### config.mk
export PLATFORM = sky130hd
export DESIGN_NAME = switch_debounce_sync
export DESIGN_NICKNAME = d
export VERILOG_FILES = /design/src/rtl/switch_debounce_sync_pkg.sv /design/src/rtl/switch_debounce_sync_debounce_bit.sv /design/src/rtl/switch_debounce_sync.sv
export SDC_FILE = /design/constraint.sdc
export NUM_CORES = 1
export LEC_CHECK = 0
export CORE_UTILIZATION = 30
export CTS_BUF_LIST = sky130_fd_sc_hd__clkbuf_8 sky130_fd_sc_hd__clkbuf_16
export CTS_CLUSTER_DIAMETER = 120
export DETAILED_ROUTE_END_ITERATION = 12
export HOLD_SLACK_MARGIN = 0.15
export MAX_ROUTING_LAYER = met4
export PLACE_DENSITY = 0.51
export SLEW_MARGIN = 30
export SYNTH_ARGS = -nofsm -noshare
export SYNTH_HDL_FRONTEND = slang
export SYNTH_SLANG_ARGS = --single-unit
### constraint.sdc
create_clock -name clk -period 3.55 [get_ports clk]
set_input_delay 0.355 -clock clk [delete_from_list [all_inputs] [get_ports clk]]
set_output_delay 0.355 -clock clk [all_outputs]
set_load 0.005 [all_outputs]
### src/rtl/switch_debounce_sync_pkg.sv
// Shared constants and the per-bit debounce decision for the switch input stage.
// The decision helper keeps the counter/data update rule in one place.
package switch_debounce_sync_pkg;

   localparam int WIDTH_DEF    = 8;
   localparam int CNT_W_DEF    = 16;
   localparam int DEBOUNCE_DEF = 10000;
   localparam int SIM_DEBOUNCE = 4;

   typedef enum logic [1:0] {
      ACT_CLR  = 2'd0,
      ACT_INC  = 2'd1,
      ACT_SAT  = 2'd2,
      ACT_UPD  = 2'd3
   } db_act_e;

   // A differing level that has lasted long enough either updates or, under hold, parks.
   function automatic db_act_e db_action(input logic differ, input logic at_max,
                                         input logic hold);
      db_act_e act;
      act = ACT_CLR;
      if (differ) begin
         if (!at_max)    act = ACT_INC;
         else if (hold)  act = ACT_SAT;
         else            act = ACT_UPD;
      end
      return act;
   endfunction

endpackage

### src/rtl/switch_debounce_sync_debounce_bit.sv
// One switch channel: 2-flop synchroniser, debounce counter and the accepted level.
// pending flags a channel that is not yet at rest.
module debounce_bit
   import switch_debounce_sync_pkg::*;
#(
   parameter int CNT_W           = CNT_W_DEF,
   parameter int DEBOUNCE_CYCLES = DEBOUNCE_DEF
) (
   input  logic clk,
   input  logic rst_n,
   input  logic raw,
   input  logic hold,
   output logic q,
   output logic pending
);

   localparam logic [CNT_W-1:0] CNT_MAX = CNT_W'(DEBOUNCE_CYCLES - 1);

   logic             s1_q, s1_d;
   logic             s2_q, s2_d;
   logic [CNT_W-1:0] cnt_q, cnt_d;
   logic             q_q, q_d;
   db_act_e          act;

   always_comb begin
      s1_d  = raw;
      s2_d  = s1_q;
      cnt_d = cnt_q;
      q_d   = q_q;
      act   = db_action(s2_q != q_q, cnt_q == CNT_MAX, hold);
      case (act)
         ACT_CLR: cnt_d = '0;
         ACT_INC: cnt_d = cnt_q + CNT_W'(1);
         ACT_SAT: cnt_d = cnt_q;
         ACT_UPD: begin
            q_d   = s2_q;
            cnt_d = '0;
         end
         default: cnt_d = '0;
      endcase
   end

   always_ff @(posedge clk) begin
      if (!rst_n) begin
         s1_q  <= 1'b0;
         s2_q  <= 1'b0;
         cnt_q <= '0;
         q_q   <= 1'b0;
      end else begin
         s1_q  <= s1_d;
         s2_q  <= s2_d;
         cnt_q <= cnt_d;
         q_q   <= q_d;
      end
   end

   assign q       = q_q;
   assign pending = (cnt_q != '0) || (s2_q != q_q);

endmodule

### src/rtl/switch_debounce_sync.sv
// Synchronises and debounces WIDTH switch inputs into a clean word for the encoder,
// with a one-cycle change strobe and a settled indicator.
module switch_debounce_sync
   import switch_debounce_sync_pkg::*;
#(
   parameter int WIDTH           = WIDTH_DEF,
   parameter int CNT_W           = CNT_W_DEF,
   parameter int DEBOUNCE_CYCLES = DEBOUNCE_DEF
) (
   input  logic             clk,
   input  logic             rst_n,
   input  logic [WIDTH-1:0] raw,
   input  logic             hold,
   output logic [WIDTH-1:0] data,
   output logic             changed,
   output logic             settled
);

   logic [WIDTH-1:0] pend;
   logic [WIDTH-1:0] data_prev_q, data_prev_d;

   for (genvar g = 0; g < WIDTH; g++) begin : g_bit
      debounce_bit #(
         .CNT_W           (CNT_W),
         .DEBOUNCE_CYCLES (DEBOUNCE_CYCLES)
      ) u_bit (
         .clk     (clk),
         .rst_n   (rst_n),
         .raw     (raw[g]),
         .hold    (hold),
         .q       (data[g]),
         .pending (pend[g])
      );
   end

   always_comb begin
      data_prev_d = data;
   end

   // Both sides of the compare are flops, so the strobe is glitch-free and lasts
   // exactly the cycle after any edge that wrote a new word.
   always_ff @(posedge clk) begin
      if (!rst_n) data_prev_q <= '0;
      else        data_prev_q <= data_prev_d;
   end

   assign changed = |(data ^ data_prev_q);
   assign settled = ~|pend;

endmodule

==> results of run 1 <==
-- layout make-up --
type                       instances  area (µm²)  share of cell area
clock buffer                      18         439              0.0492
inverter                          44         165              0.0185
multi-input combinational        665        4260               0.478
sequential                       160        3200               0.359
clock inverter                    12         170              0.0191
timing repair buffer              30         270              0.0303
tap                              330         413              0.0463
-- state kept, by name, summed over array words and instances (netlist names) --
name,cells
data_prev_q,8
g_bit.u_bit.s2_q,8
g_bit.u_bit.q,8
g_bit.u_bit.cnt_q,128
g_bit.u_bit.s1_q,8
-- power breakdown --
part | internal [µW] | total, µW | leakage, µW | switching, µW
registers | 1810 | 1810 | 0.00129 | 7.65
logic | 39.9 | 87.7 | 0.00149 | 47.7
clock network | 1180 | 1910 | 0.000300 | 729
total | 3030 | 3810 | 0.00308 | 784
-- cell families (layout without fill, tap and decap cells) --
logic type      Yosys count  in the layout  synth area share
xor+xnor                 87             87            0.0978
flops                   160            160             0.411
fa+ha+maj                32             32            0.0514
simple gates            411            411             0.292
buf+inv                  77            104            0.0419
compound gates          118            118            0.0835
mux                      17             17            0.0220
-- per-layer routing --
| layer | up-vias | share of wire | wire [µm] | global-route usage |
|---|---|---|---|---|
| li1 | 3207 | - | - | - |
| met1 | 2806 | 0.53 | 8890 | 0.190 |
| met2 | 68 | 0.43 | 7220 | 0.199 |
| met3 | 14 | 0.031 | 514 | 0.0307 |
| met4 | 0 | 0.013 | 219 | 0.0442 |
| met5 | - | 0 | 0 | - |
-- synthesized netlist by cell type, types with 3 or more instances --
cell and number:
inv_1 44, xnor2_1 37, nor2_1 83, mux2i_1 16
and3_1 13, nand4_1 37, dfxtp_1 160, nand2_1 56
or3_1 33, o31ai_1 3, a21oi_1 44, and4b_1 5
and2_1 26, or4_1 3, and4_1 8, nor3_1 15
nor2b_1 18, buf_4 8, a21o_1 8, ha_1 32
or2_2 3, a21boi_0 9, and3b_1 6, nand3_1 41
o21ai_0 49, clkbuf_1 22, xor2_1 50, nor4_1 44
nand4b_1 10
-- critical path, stage by stage, from the launching register on --
cell and delay [ps]:
dfxtp_1 360, nor4_1 590, nand4_1 330, nor4_1 320, and4_1 290, clkdlybuf4s50_1 520
-- per-stage QoR --
| stage | setup WS (ps) | utilization | instance area [µm²] | total power [µW] | std cells |
|---|---|---|---|---|---|
| 3_5_place_dp | 708 | 0.328 | 8310 | 1940 | 1229 |
| 4_1_cts | 389 | 0.352 | 8920 | 3870 | 1259 |
| 2_1_floorplan | 1020 | - | 7790 | 1900 | 902 |
| 3_3_place_gp | 681 | 0.328 | 8310 | 1940 | 1229 |
| 6_report | 352 | 0.352 | 8920 | 3810 | 1259 |
| 5_1_grt | 195 | 0.352 | 8920 | 3970 | 1259 |
-- worst paths after layout --
kind	end	cells past startpoint
worst max-delay path	settled	5
worst min-delay path	g_bit[3].u_bit.cnt_q[0]	2
worst max register to register	g_bit[6].u_bit.cnt_q[14]	9
worst min register to register	g_bit[2].u_bit.s2_q	1
==> summary.md, run 1 <==
| Metric | Value |
|---|---|
| Worst r2r src | `g_bit[6].u_bit.cnt_q[11]` |
| Die Area | `between 20000 and 30000 µm²` |
| Number of synthesized flops with an enable pin | `0` |
| RSZ-0062 raised after global routing | `false` |
| Count of final setup violators | `0` |
| FILL cells | `approximately 2600` |
| Top cells by area, synth | `dfxtp_1 (41%), xor2_1 (5.6%), ha_1 (5.1%)` |
| Number of buffers created by CTS | `17` |
| Number of global-route vias before repair | `between 5000 and 6000` |
| Die extent in y | `roughly 160 µm` |
| Pwr/cell area | `427 nW/µm²` |
| DR pass1 iterations | `5` |
| Routability cong. | `between 0.7 and 0.8` |
| CTS tree | `built` |
| I/O Buffers | `20` |
| Post-route clock period utilization | `0.901` |
| Core area | `about 25000 µm²` |
| Most frequent cells in the layout | `dfxtp_1 (160), nor2_1 (83), nand2_1 (56)` |
| Leak | `about 0.003 µW` |
| H-tree Lvls | `4` |
| Final Critical Period | `3200 ps` |
| Root Driver | `clkbuf_16` |
| Worst Path Max Fanout | `5` |
| Setup Buffers After CTS | `0` |
| Hold-fix buffers, CTS | `0` |
| Worst slew pin tran | `697 ps` |
| Worst hold path class | `primary input to flop` |
| Core Rows | `58` |
| Die X | `163 µm` |
| Vias post-DR | `roughly 6100` |
| Starting Density | `0.308` |
| Grt total ovfl | `0` |
| GRT Total Usage | `0.138` |
| Cts repair resizes | `0` |
| Ports | `21` |
| Final Skew | `7.59 ps` |
| Top cell type by total area after synthesis | `dfxtp_1` |
| Syn Inst Count | `between 900 and 1000` |
| Cell variety after synth | `46` |
| Critical path origin | `g_bit[3].u_bit.cnt_q[8]` |
| Largest net degree at the start of global routing | `31` |
| Global-route wire length before repair | `around 28000 µm` |
| Yosys Warn Count | `0` |
| Setup crit end kind | `primary output` |
| VDD IR max | `roughly 0.00028 V` |
| DRT antenna net count | `0` |
| Maximum root-to-sink buffer count | `2` |
| Layout cells sized above 1 | `0.0538` |
| Clk slew on worst S/H paths | `roughly 60 ps` |
| Crit path arrival time | `roughly 2800 ps` |
| Status | `complete, no violations` |
| Commonest non-fill, non-tap cell in the layout | `dfxtp_1` |
| ANT cells | `0` |
| Avg Vias per Cell | `between 4 and 5` |
| CP Launch Type | `flop` |
| Post-synth top area share | `0.411` |
| Synth Cell Area | `7790 µm²` |
| Final Max Slew Viols | `0` |
| Worst reg2reg setup slack | `690 ps` |
| Routed len/inst | `about 13 µm` |
| Top_reg_cell synth | `dfxtp_1` |
| CP Data Required Time | `around 3200 ps` |
| DRT iter0 DRCs | `between 300 and 400` |
| Initial antenna violation count | `0` |
| Final hold vios | `0` |
| Final wirelength | `16800 µm` |
| HPWL after DPL | `about 12000 µm` |
| Worst hold slack | `~430 ps` |
| Clock insertion delay at the later pin of the skew report | `420 ps` |
| Nets | `about 960` |
| Flops & latches, synth | `160` |
| Area delta synth->final | `14.5%` |
| Kind of critical path | `flop to primary output` |
| # clock sinks | `160` |
| Proportion of synthesized flip-flops having asynchronous set or reset | `0` |
| Sum Neg Setup Slack | `0 ps` |
| Max Freq | `between 300 and 400 MHz` |
| Syn Nets | `around 950` |
| Hold_sp | `rst_n` |
| Drc violations | `0` |
| Avg Inst Size Synth | `8.64 µm²` |
| Number of max-cap violations | `0` |
| Max-slew headroom | `0.531` |
| Seq/Total Area, Yosys | `0.411` |
Power figures use the tool's default switching activity.
==> run 2, diff against run 1 <==
--- a/config.mk
+++ b/config.mk
@@ -15,4 +15,5 @@
 export SLEW_MARGIN = 30
 export SYNTH_ARGS = -nofsm -noshare
 export SYNTH_HDL_FRONTEND = slang
+export SYNTH_HIERARCHICAL = 1
 export SYNTH_SLANG_ARGS = --single-unit
==> summary.md, run 2 <==
| Metric | Value |
|---|---|
| Status | `finished with violations` |
| Failing checks | `DRC` |
| Nets | `roughly 1000` |
| CP Launch Type | `flop` |
| Final Skew | `between 9 and 10 ps` |
| Main combinational cell family by area after synthesis | `simple AND/OR/NAND/NOR gates` |
| Worst reg2reg setup slack | `~660 ps` |
| Starting Density | `0.308` |
| Top_reg_cell synth | `dfxtp_1` |
| Die extent in y | `~170 µm` |
| Routed len/inst | `13.1 µm` |
| Area delta synth->final | `14.6%` |
| # clock sinks | `160` |
| Die X | `roughly 170 µm` |
| Vias post-DR | `about 6400` |
| Number of buffers created by CTS | `17` |
| Grt total ovfl | `0` |
| Non-Filler Instances | `~1300` |
| Number of max-cap violations | `0` |
| Cell variety after synth | `29` |
| CP Data Required Time | `between 3000 and 4000 ps` |
| Critical-path cell list | `or4_1, or4_1, or4_4, nor2_4, clkdlybuf4s50_1` |
| Top reg by flops | `g_bit.u_bit/cnt_q` |
| Reg2reg path depth | `9` |
| Routability cong. | `0.849` |
| Max reg flops | `128` |
| Core area | `approximately 26000 µm²` |
| Die Area | `27600 µm²` |
| Sum Neg Setup Slack | `0 ps` |
| Initial antenna violation count | `0` |
| Ports | `21` |
| Worst slew pin tran | `around 750 ps` |
| Depth of the worst hold-timing path | `1` |
| Clock insertion delay at the later pin of the skew report | `approximately 420 ps` |
| Number of synthesized flops with an enable pin | `0` |
| Crit path arrival time | `a little over 3000 ps` |
| Root Driver | `clkbuf_16` |
| CP max stage delay | `approximately 600 ps` |
| Syn Inst Count | `approximately 930` |
| RSZ-0062 raised after global routing | `false` |
| FILL cells | `between 2000 and 3000` |
| Maximum root-to-sink buffer count | `2` |
| Max-slew headroom | `0.493` |
| Final Critical Period | `3420 ps` |
| DR pass1 iterations | `9` |
| CTS tree | `built` |
| Commonest cells in the synthesized netlist | `dfxtp_1 (160), nor2_1 (113), xnor2_1 (88)` |
| Clk slew on worst S/H paths | `about 70 ps` |
| H-tree Lvls | `4` |
| Max Freq | `between 200 and 300 MHz` |
| I/O Buffers | `20` |
| GRT Total Usage | `0.133` |
| VDD IR max | `slightly above 0.0003 V` |
| Post-synth top area share | `0.396` |
| Hold-fix buffers, CTS | `0` |
| DP Cell Count | `1269` |
| Complex-gate fraction of the synthesized area | `0.0717` |
| Hold_sp | `g_bit[6].u_bit/s1_q` |
| ANT cells | `0` |
| Slowest CP cell | `or4_4` |
| Count of final setup violators | `0` |
| Commonest non-fill, non-tap cell in the layout | `dfxtp_1` |
| Capturing point of the worst reg2reg path | `g_bit[0].u_bit/cnt_q[15]` |
| Cell mode on critical path | `or4_1` |
| Global-route wire length before repair | `between 20000 and 30000 µm` |
| Top cell type by total area after synthesis | `dfxtp_1` |
| Final Util | `0.353` |
| Yosys Warn Count | `6` |
| Post-route clock period utilization | `0.964` |
| Avg Vias per Cell | `4.90` |
| Flops & latches, synth | `160` |
| Top cells by area, synth | `dfxtp_1 (40%), xnor2_1 (9.5%), nor2_1 (5.2%)` |
| Most frequent cells in the layout | `dfxtp_1 (158), nor2_1 (112), xnor2_1 (88)` |
| Leak | `about 0.0032 µW` |
| Most common cell in the netlist | `dfxtp_1` |
| Simple-Gate Fraction of Synth Area | `0.317` |
| Xor/xnor share of the synthesized area | `0.104` |
| DRT iter0 DRCs | `334` |
| Syn Nets | `roughly 980` |
| Setup crit end kind | `primary output` |
| Layout cells sized above 1 | `0.0735` |
| Synth Area in Adders | `0.0495` |
| Pwr/cell area | `414 nW/µm²` |
| HPWL after DPL | `around 12000 µm` |
| Synth Cell Area | `between 8000 and 9000 µm²` |
| Largest net degree at the start of global routing | `between 50 and 60` |
| Number of global-route vias before repair | `approximately 6000` |
| Worst r2r src | `g_bit[0].u_bit/cnt_q[0]` |
| Worst hold path class | `flop to flop` |
| Drc violations | `3` |
| DRT antenna net count | `0` |
| Final hold vios | `0` |
| Worst Path Max Fanout | `7` |
| Post-synthesis mux area share | `0.0198` |
| Final wirelength | `approximately 17000 µm` |
| Critical path origin | `g_bit[5].u_bit/cnt_q[6]` |
| Proportion of synthesized flip-flops having asynchronous set or reset | `0` |
| Avg Inst Size Synth | `slightly below 9 µm²` |
| Seq/Total Area, Yosys | `0.396` |
| Final Max Slew Viols | `0` |
| Core Rows | `slightly below 60` |
| Hold Path Sink | `g_bit[6].u_bit/s2_q` |
| Kind of critical path | `flop to primary output` |
## run 2: cell types whose count changed in the layout (fill, tap and decap cells not counted), moves of 10 or more
cell | previous run | this run
or4_1 | 3 | 40
nand4b_1 | 10 | 0
xnor2_1 | 37 | 88
nor2_1 | 83 | 112
nand4_1 | 37 | 24
xor2_1 | 50 | 8
## run 2: layout make-up
type                       count  area, µm²  share of cell area
clock buffer                  18        439              0.0474
clock inverter                14        178              0.0192
multi-input combinational    702       4600               0.496
timing repair buffer          32        285              0.0308
sequential                   160       3210               0.346
tap                          335        419              0.0452
inverter                      40        150              0.0162
## run 2: cell families (layout without fill, tap and decap cells)
| family | Yosys count | in the layout |
|---|---|---|
| fa+ha+maj | 32 | 32 |
| flops | 160 | 160 |
| simple gates | 454 | 454 |
| buf+inv | 72 | 104 |
| mux | 16 | 16 |
| xor+xnor | 96 | 96 |
| compound gates | 104 | 104 |
## run 2: what timing repair did
item	in CTS	in global routing
buffers inserted	0	0
resized for setup	1	10
endpoints found under the setup margin	1	1
## run 2: where the power goes
group / internal (µW) / leakage [µW] / switching [µW]
sequential: 1810 / 0.00129 / 8.54
combinational: 45.9 / 0.00163 / 51.9
clock: 1140 / 0.000302 / 785
total: 2990 / 0.00322 / 846
## run 2: worst max-delay path: cells and delay by family, from the launching register on
kind / cells / cell delay (ps)
buf+inv: 1 / 510
flops: 1 / 360
simple gates: 4 / 1780
## run 2: routing by layer
layer / GRT usage / routed length (µm) / vias to the layer above
met5: - / 0 / -
met4: 0.0342 / 126 / 0
met3: 0.0310 / 604 / 7
met2: 0.198 / 7500 / 69
met1: 0.179 / 8790 / 2964
li1: - / - / 3334
## run 2: worst max-delay path by stage
stage / depth (start not counted) / to
5_1_grt: 5 / settled
2_1_floorplan: 11 / g_bit[0].u_bit/cnt_q[15]
3_5_place_dp: 5 / settled
4_1_cts: 5 / settled
3_3_place_gp: 5 / settled
6_report: 5 / settled
## run 2: per-stage QoR
stage	power, µW	setup WS (ps)	hold WS (ps)	area, µm²
3_3_place_gp	1950	408	414	8610
3_5_place_dp	1950	437	417	8610
6_report	3840	129	433	9270
2_1_floorplan	1900	1070	412	8090
5_1_grt	3990	3.19	457	9270
4_1_cts	3900	2.37	434	9230
==> run 3, diff against run 2 <==
--- a/config.mk
+++ b/config.mk
@@ -5,13 +5,13 @@
 export SDC_FILE = /design/constraint.sdc
 export NUM_CORES = 1
 export LEC_CHECK = 0
-export CORE_UTILIZATION = 30
+export CORE_UTILIZATION = 45
 export CTS_BUF_LIST = sky130_fd_sc_hd__clkbuf_8 sky130_fd_sc_hd__clkbuf_16
 export CTS_CLUSTER_DIAMETER = 120
 export DETAILED_ROUTE_END_ITERATION = 12
 export HOLD_SLACK_MARGIN = 0.15
 export MAX_ROUTING_LAYER = met4
-export PLACE_DENSITY = 0.51
+export PLACE_DENSITY = 0.67
 export SLEW_MARGIN = 30
 export SYNTH_ARGS = -nofsm -noshare
 export SYNTH_HDL_FRONTEND = slang
==> constraint.sdc (replaced) <==
create_clock -name clk -period 3.55 [get_ports clk]
set_input_delay 0.71 -clock clk [delete_from_list [all_inputs] [get_ports clk]]
set_output_delay 0.71 -clock clk [all_outputs]
set_load 0.005 [all_outputs]
==> summary.md, run 3 (synthesis results as in run 2) <==
| Metric | Value |
|---|---|
| Footprint of the multi-input gates | `between 4000 and 5000 µm²` |
| Core Rows | `48` |
| Die X | `~140 µm` |
| CP Launch Type | `flop` |
| Final Max Slew Viols | `0` |
| Vias post-DR | `6431` |
| Layout cells sized above 1 | `0.0786` |
| ANT cells | `0` |
| VDD IR max | `roughly 0.00039 V` |
| Worst r2r src | `g_bit[6].u_bit/cnt_q[8]` |
| Pwr/cell area | `between 400 and 500 nW/µm²` |
| GRT Total Usage | `0.195` |
| Worst reg2reg setup slack | `~860 ps` |
| Clk slew on worst S/H paths | `roughly 60 ps` |
| FILL cells | `around 1600` |
| Final Skew | `~6.4 ps` |
| Worst hold path class | `flop to flop` |
| Worst Path Max Fanout | `6` |
| Core area | `between 15000 and 20000 µm²` |
| Routability cong. | `~0.85` |
| Count of final setup violators | `0` |
| DRT iter0 DRCs | `369` |
| Worst slew pin tran | `between 600 and 700 ps` |
| Maximum root-to-sink buffer count | `2` |
| Met3 Wirelength | `approximately 660 µm` |
| Root Driver | `clkbuf_16` |
| # clock sinks | `between 150 and 200` |
| Non-Filler Instances | `roughly 1200` |
| Hold-fix buffers, CTS | `0` |
| Slowest CP cell | `or4_1` |
| Routed len/inst | `~13 µm` |
| Max-slew headroom | `0.562` |
| Commonest non-fill, non-tap cell in the layout | `dfxtp_1` |
| Number of max-cap violations | `0` |
| Crit path arrival time | `2640 ps` |
| Global-route wire length before repair | `~28000 µm` |
| Die extent in y | `136 µm` |
| FF/Latch Area | `3200 µm²` |
| Avg Vias per Cell | `5.34` |
| DP Cell Count | `between 1000 and 1500` |
| HPWL after DPL | `around 11000 µm` |
| Final wirelength | `roughly 16000 µm` |
| Worst hold slack | `429 ps` |
| Drc violations | `0` |
| Most frequent cells in the layout | `dfxtp_1 (160), nor2_1 (113), xnor2_1 (88)` |
| Ports | `21` |
| Reg2reg path depth | `10` |
| Pwr Total | `approximately 3800 µW` |
| Number of global-route vias before repair | `5917` |
| Area delta synth->final | `13.6%` |
| H-tree Lvls | `4` |
| Max Freq | `between 200 and 300 MHz` |
| Cell mode on critical path | `or4_1` |
| Sum Neg Setup Slack | `0 ps` |
| Starting Density | `0.465` |
| Nets | `about 1000` |
| I/O Buffers | `20` |
| CTS tree | `built` |
| Leak | `0.00329 µW` |
| CP max stage delay | `550 ps` |
| RSZ-0062 raised after global routing | `false` |
| Capturing point of the worst reg2reg path | `g_bit[6].u_bit/cnt_q[12]` |
| CP Data Required Time | `about 2800 ps` |
| Metal-1 WL | `between 8000 and 9000 µm` |
| Die Area | `between 15000 and 20000 µm²` |
| DRT antenna net count | `0` |
| DR pass1 iterations | `5` |
| Clock insertion delay at the later pin of the skew report | `420 ps` |
| Post-route clock period utilization | `0.944` |
| Final Critical Period | `roughly 3400 ps` |
| Grt total ovfl | `0` |
| Wire length on met2 | `7240 µm` |
| Status | `complete, no violations` |
| Kind of critical path | `flop to primary output` |
| Critical-path cell list | `or4_1, or4_1, or4_4, nor2_1, clkbuf_2` |
| Initial antenna violation count | `0` |
| Largest net degree at the start of global routing | `43` |
| Setup crit end kind | `primary output` |
| Hold Path Sink | `g_bit[6].u_bit/s2_q` |
| Depth of the worst hold-timing path | `1` |
| Number of buffers created by CTS | `17` |
| Top reg by flops | `g_bit.u_bit/cnt_q` |
| Final hold vios | `0` |
| Hold_sp | `g_bit[6].u_bit/s1_q` |
| Top sig layer | `met4` |
| Final Util | `0.528` |
| Max reg flops | `between 100 and 150` |
[run 3: changes by cell type in the layout (fill, tap and decap cells not counted), moves of 3 or more]
cell | before | now
nor4b_2 | 5 | 2
inv_6 | 6 | 0
buf_4 | 12 | 26
nor4b_1 | 3 | 6
[run 3: area by class of cell]
type,instances,share of cell area
clock buffers,20,0.0508
clock inverters,12,0.0154
inverters,40,0.0163
multi-input cells,702,0.497
flip-flops and latches,160,0.348
well taps,225,0.0306
repair buffers,46,0.0419
[run 3: layer usage]
metal  vias to the layer above  track usage
li1                       3357            -
met1                      2979        0.260
met2                        81        0.287
met3                        14       0.0503
met4                         0       0.0562
met5                         -            -
[run 3: how the worst max path moves through the flow]
stage / from / end / slack, ps / depth (start not counted)
2_1_floorplan: g_bit[5].u_bit/cnt_q[11] / settled / 890 / 4
3_3_place_gp: g_bit[4].u_bit/cnt_q[11] / settled / 180 / 5
3_5_place_dp: g_bit[4].u_bit/cnt_q[11] / settled / 180 / 5
4_1_cts: g_bit[4].u_bit/cnt_q[11] / settled / 30 / 5
5_1_grt: g_bit[4].u_bit/cnt_q[11] / settled / 80 / 5
6_report: g_bit[4].u_bit/cnt_q[11] / settled / 200 / 5
[run 3: power breakdown]
part	switching, µW	total (µW)	internal (µW)
clock	715	1870	1150
sequential	8.25	1810	1810
combinational	49.2	92.0	42.8
total	773	3770	3000
[run 3: worst max-delay path: cells and delay by family, from the launching register on]
family        cells  cell delay [ps]
flops             1              360
simple gates      4             1720
buf+inv           1              140
[run 3: metrics by stage]
stage          setup slack (ps)  cell area [µm²]
2_1_floorplan               886             8090
3_3_place_gp                182             8570
3_5_place_dp                181             8570
4_1_cts                    29.1             9190
5_1_grt                    76.3             9190
6_report                    199             9190
[run 3: what timing repair did]
| item | in CTS | in global routing |
|---|---|---|
| resized for setup | 2 | 4 |
| buffers inserted | 0 | 0 |
| setup endpoints to repair | 1 | 1 |
==> RTL change, RTL diff (config.mk and constraints of run 3) <==
Register the inputs `raw` and `hold` before use. The logic sees them one clock later.
--- a/src/rtl/switch_debounce_sync.sv
+++ b/src/rtl/switch_debounce_sync.sv
@@ -16,6 +16,14 @@
    output logic             settled
 );
 
+   logic [WIDTH-1:0] raw_q;
+   logic hold_q;
+
+   always_ff @(posedge clk) begin
+      raw_q  <= raw;
+      hold_q <= hold;
+   end
+
    logic [WIDTH-1:0] pend;
    logic [WIDTH-1:0] data_prev_q, data_prev_d;
 
@@ -26,8 +34,8 @@
       ) u_bit (
          .clk     (clk),
          .rst_n   (rst_n),
-         .raw     (raw[g]),
-         .hold    (hold),
+         .raw     (raw_q[g]),
+         .hold    (hold_q),
          .q       (data[g]),
          .pending (pend[g])
       );
Function: changed (Yosys sat finds a counterexample within 4 cycles, from zero or initial values and one cycle with rst_n low).
==> RTL change against run 3 <==
Die area grew 2.2%; final cell count grew 2.5%; wire length grew 3.5%; area after synthesis grew 2.2%; sequential cell count grew 9; power grew 2.2%; clock skew is essentially flat; sequential share of layout area grew 0.52 points; cell area grew 4.2%; worst setup slack lost 130 ps.
==> RTL change: results (changes against run 3) <==
first-pass iteration count of the detailed router 5 (unchanged); ranking of synthesized cells by area dfxtp_1 (41%), xnor2_1 (9.3%), nor2_1 (5.1%), ha_1 (4.8%), or4_1 (3.8%) (was dfxtp_1 (40%), xnor2_1 (9.5%), nor2_1 (5.2%), ha_1 (4.9%), or4_1 (3.9%)); first-pass GRT wire length 28300 µm (was 28000 µm); Hold Startpoint raw_q[0]$_DFF_P_ (was g_bit[6].u_bit/s1_q$_SDFF_PN0_); Worst Path Arrival 2770 ps (was 2640 ps); nets@finish 1036 (was 1010); via count 6648 (was 6431); Reg with most FFs g_bit.u_bit/cnt_q (unchanged); r2r startpoint g_bit[1].u_bit/cnt_q[0]$_SDFFE_PN0P_ (was g_bit[6].u_bit/cnt_q[8]$_SDFFE_PN0P_); number of vias per cell 5.38 (was 5.34); normalized max-slew margin 0.444 (was 0.562); clock power share 0.475 (was 0.495); clock skew 6.81 ps (was 6.41 ps); multi-input combinational area share 0.486 (was 0.497); signal buffers share of area 0.0539 (was 0.0419); vias in the first global route 5989 (was 5917); placer congestion estimate 0.841 (was 0.846); global-route usage over all layers 0.194 (was 0.195); Multi-input comb cells 702 (unchanged); pin count of the biggest net entering global routing 57 (was 43); met1 usage 0.253 (was 0.260); clock buffers 18 (was 20); Commonest cells post-synth dfxtp_1 (169), nor2_1 (113), xnor2_1 (88) (was dfxtp_1 (160), nor2_1 (113), xnor2_1 (88)); proportion of layout cells with a drive suffix above 1 0.113 (was 0.0786); Seq/Total Area, Yosys 0.409 (was 0.396); worst hold path type flip-flop to flip-flop (unchanged); VDD IR max 0.000338 V (was 0.000388 V); met3 Use GR 0.0386 (was 0.0503); port bufs 20 (unchanged); Die X 138 µm (was 136 µm); Hold Path End g_bit[0].u_bit/s1_q$_SDFF_PN0_ (was g_bit[6].u_bit/s2_q$_SDFF_PN0_); met2 Use GR 0.303 (was 0.287); Pleak 3.48 nW (was 3.29 nW); DP Worst Slack 71.5 ps (was 181 ps); count of non-CTS buffers in the layout 63 (was 46); syn nets 986 (was 977); Sw Ratio 0.217 (was 0.205); Root Driver clkbuf_16 (unchanged); Post-DP HPWL 11300 µm (was 11100 µm); dpl cell area 8890 µm² (was 8570 µm²); FF+latch count, synth 169 (was 160); RR Endpoint g_bit[1].u_bit/cnt_q[15]$_SDFFE_PN0P_ (was g_bit[6].u_bit/cnt_q[12]$_SDFFE_PN0P_); maximum root-to-sink buffer count 2 (unchanged); outcome complete, no violations (unchanged); Clock-cell share 0.0612 (was 0.0661); synth unique cells 29 (unchanged); r2r setup slk 730 ps (was 860 ps); DR iter-0 viols 428 (was 369); P_seq 1.92 mW (was 1.81 mW); routed len/inst 13.6 µm (was 13.5 µm); register area 3390 µm² (was 3200 µm²); FILL cells 1666 (was 1648); Core Util, Final 0.533 (was 0.528); Fin. Hold Viols 0 (unchanged); Hold Slack 433 ps (was 429 ps); post-CTS sizing 7 (was 2); critical path fanouts, max 3 (was 6); Post-Synthesis Cells 943 (was 934); sequential power share 0.499 (was 0.481)
## RTL change: cell count changes in the layout (fill, tap and decap cells not counted), moves of 2 or more
cell / run 3 / this run
buf_4: 26 / 43
or4_1: 41 / 31
or4_4: 1 / 11
dfxtp_1: 160 / 165
dfxtp_2: 0 / 4
nor4b_1: 6 / 2
clkbuf_8: 3 / 1
clkinv_4: 1 / 3
inv_1: 42 / 40
inv_6: 0 / 2
nor4b_2: 2 / 4
nor4b_4: 0 / 2
## RTL change: worst max-delay path, stage by stage, from the launching register on
cell and delay (ps):
dfxtp_1 320, or4_4 540, or4_4 550, or4_4 550, nor2_4 130, dlygate4sd2_1 250
## RTL change: routing by layer
metal  wire [µm]  part of all wire
met1        8340              0.50
met3         602             0.036
met2        7660              0.46
met4         188             0.011
met5           0                 0
## RTL change: worst max path at each step
| stage | from | to | slack (ps) |
|---|---|---|---|
| 2_1_floorplan | g_bit[5].u_bit/cnt_q[11]$_SDFFE_PN0P_ | settled | 890 |
| 3_3_place_gp | g_bit[0].u_bit/cnt_q[6]$_SDFFE_PN0P_ | settled | 50 |
| 3_5_place_dp | g_bit[0].u_bit/cnt_q[6]$_SDFFE_PN0P_ | settled | 70 |
| 4_1_cts | g_bit[1].u_bit/cnt_q[15]$_SDFFE_PN0P_ | settled | 10 |
| 5_1_grt | g_bit[0].u_bit/cnt_q[15]$_SDFFE_PN0P_ | settled | 5 |
| 6_report | g_bit[0].u_bit/cnt_q[15]$_SDFFE_PN0P_ | settled | 70 |
## RTL change: cells by family after synthesis
kind of cell             after synthesis  synth area share
adder cells (fa/ha/maj)               32            0.0484
buffers and inverters                 72            0.0411
AND/OR/NAND/NOR                      454             0.310
flip-flops                           169             0.409
multiplexers                          16            0.0194
XOR/XNOR                              96             0.102
AO/OA/AOI/OAI                        104            0.0702
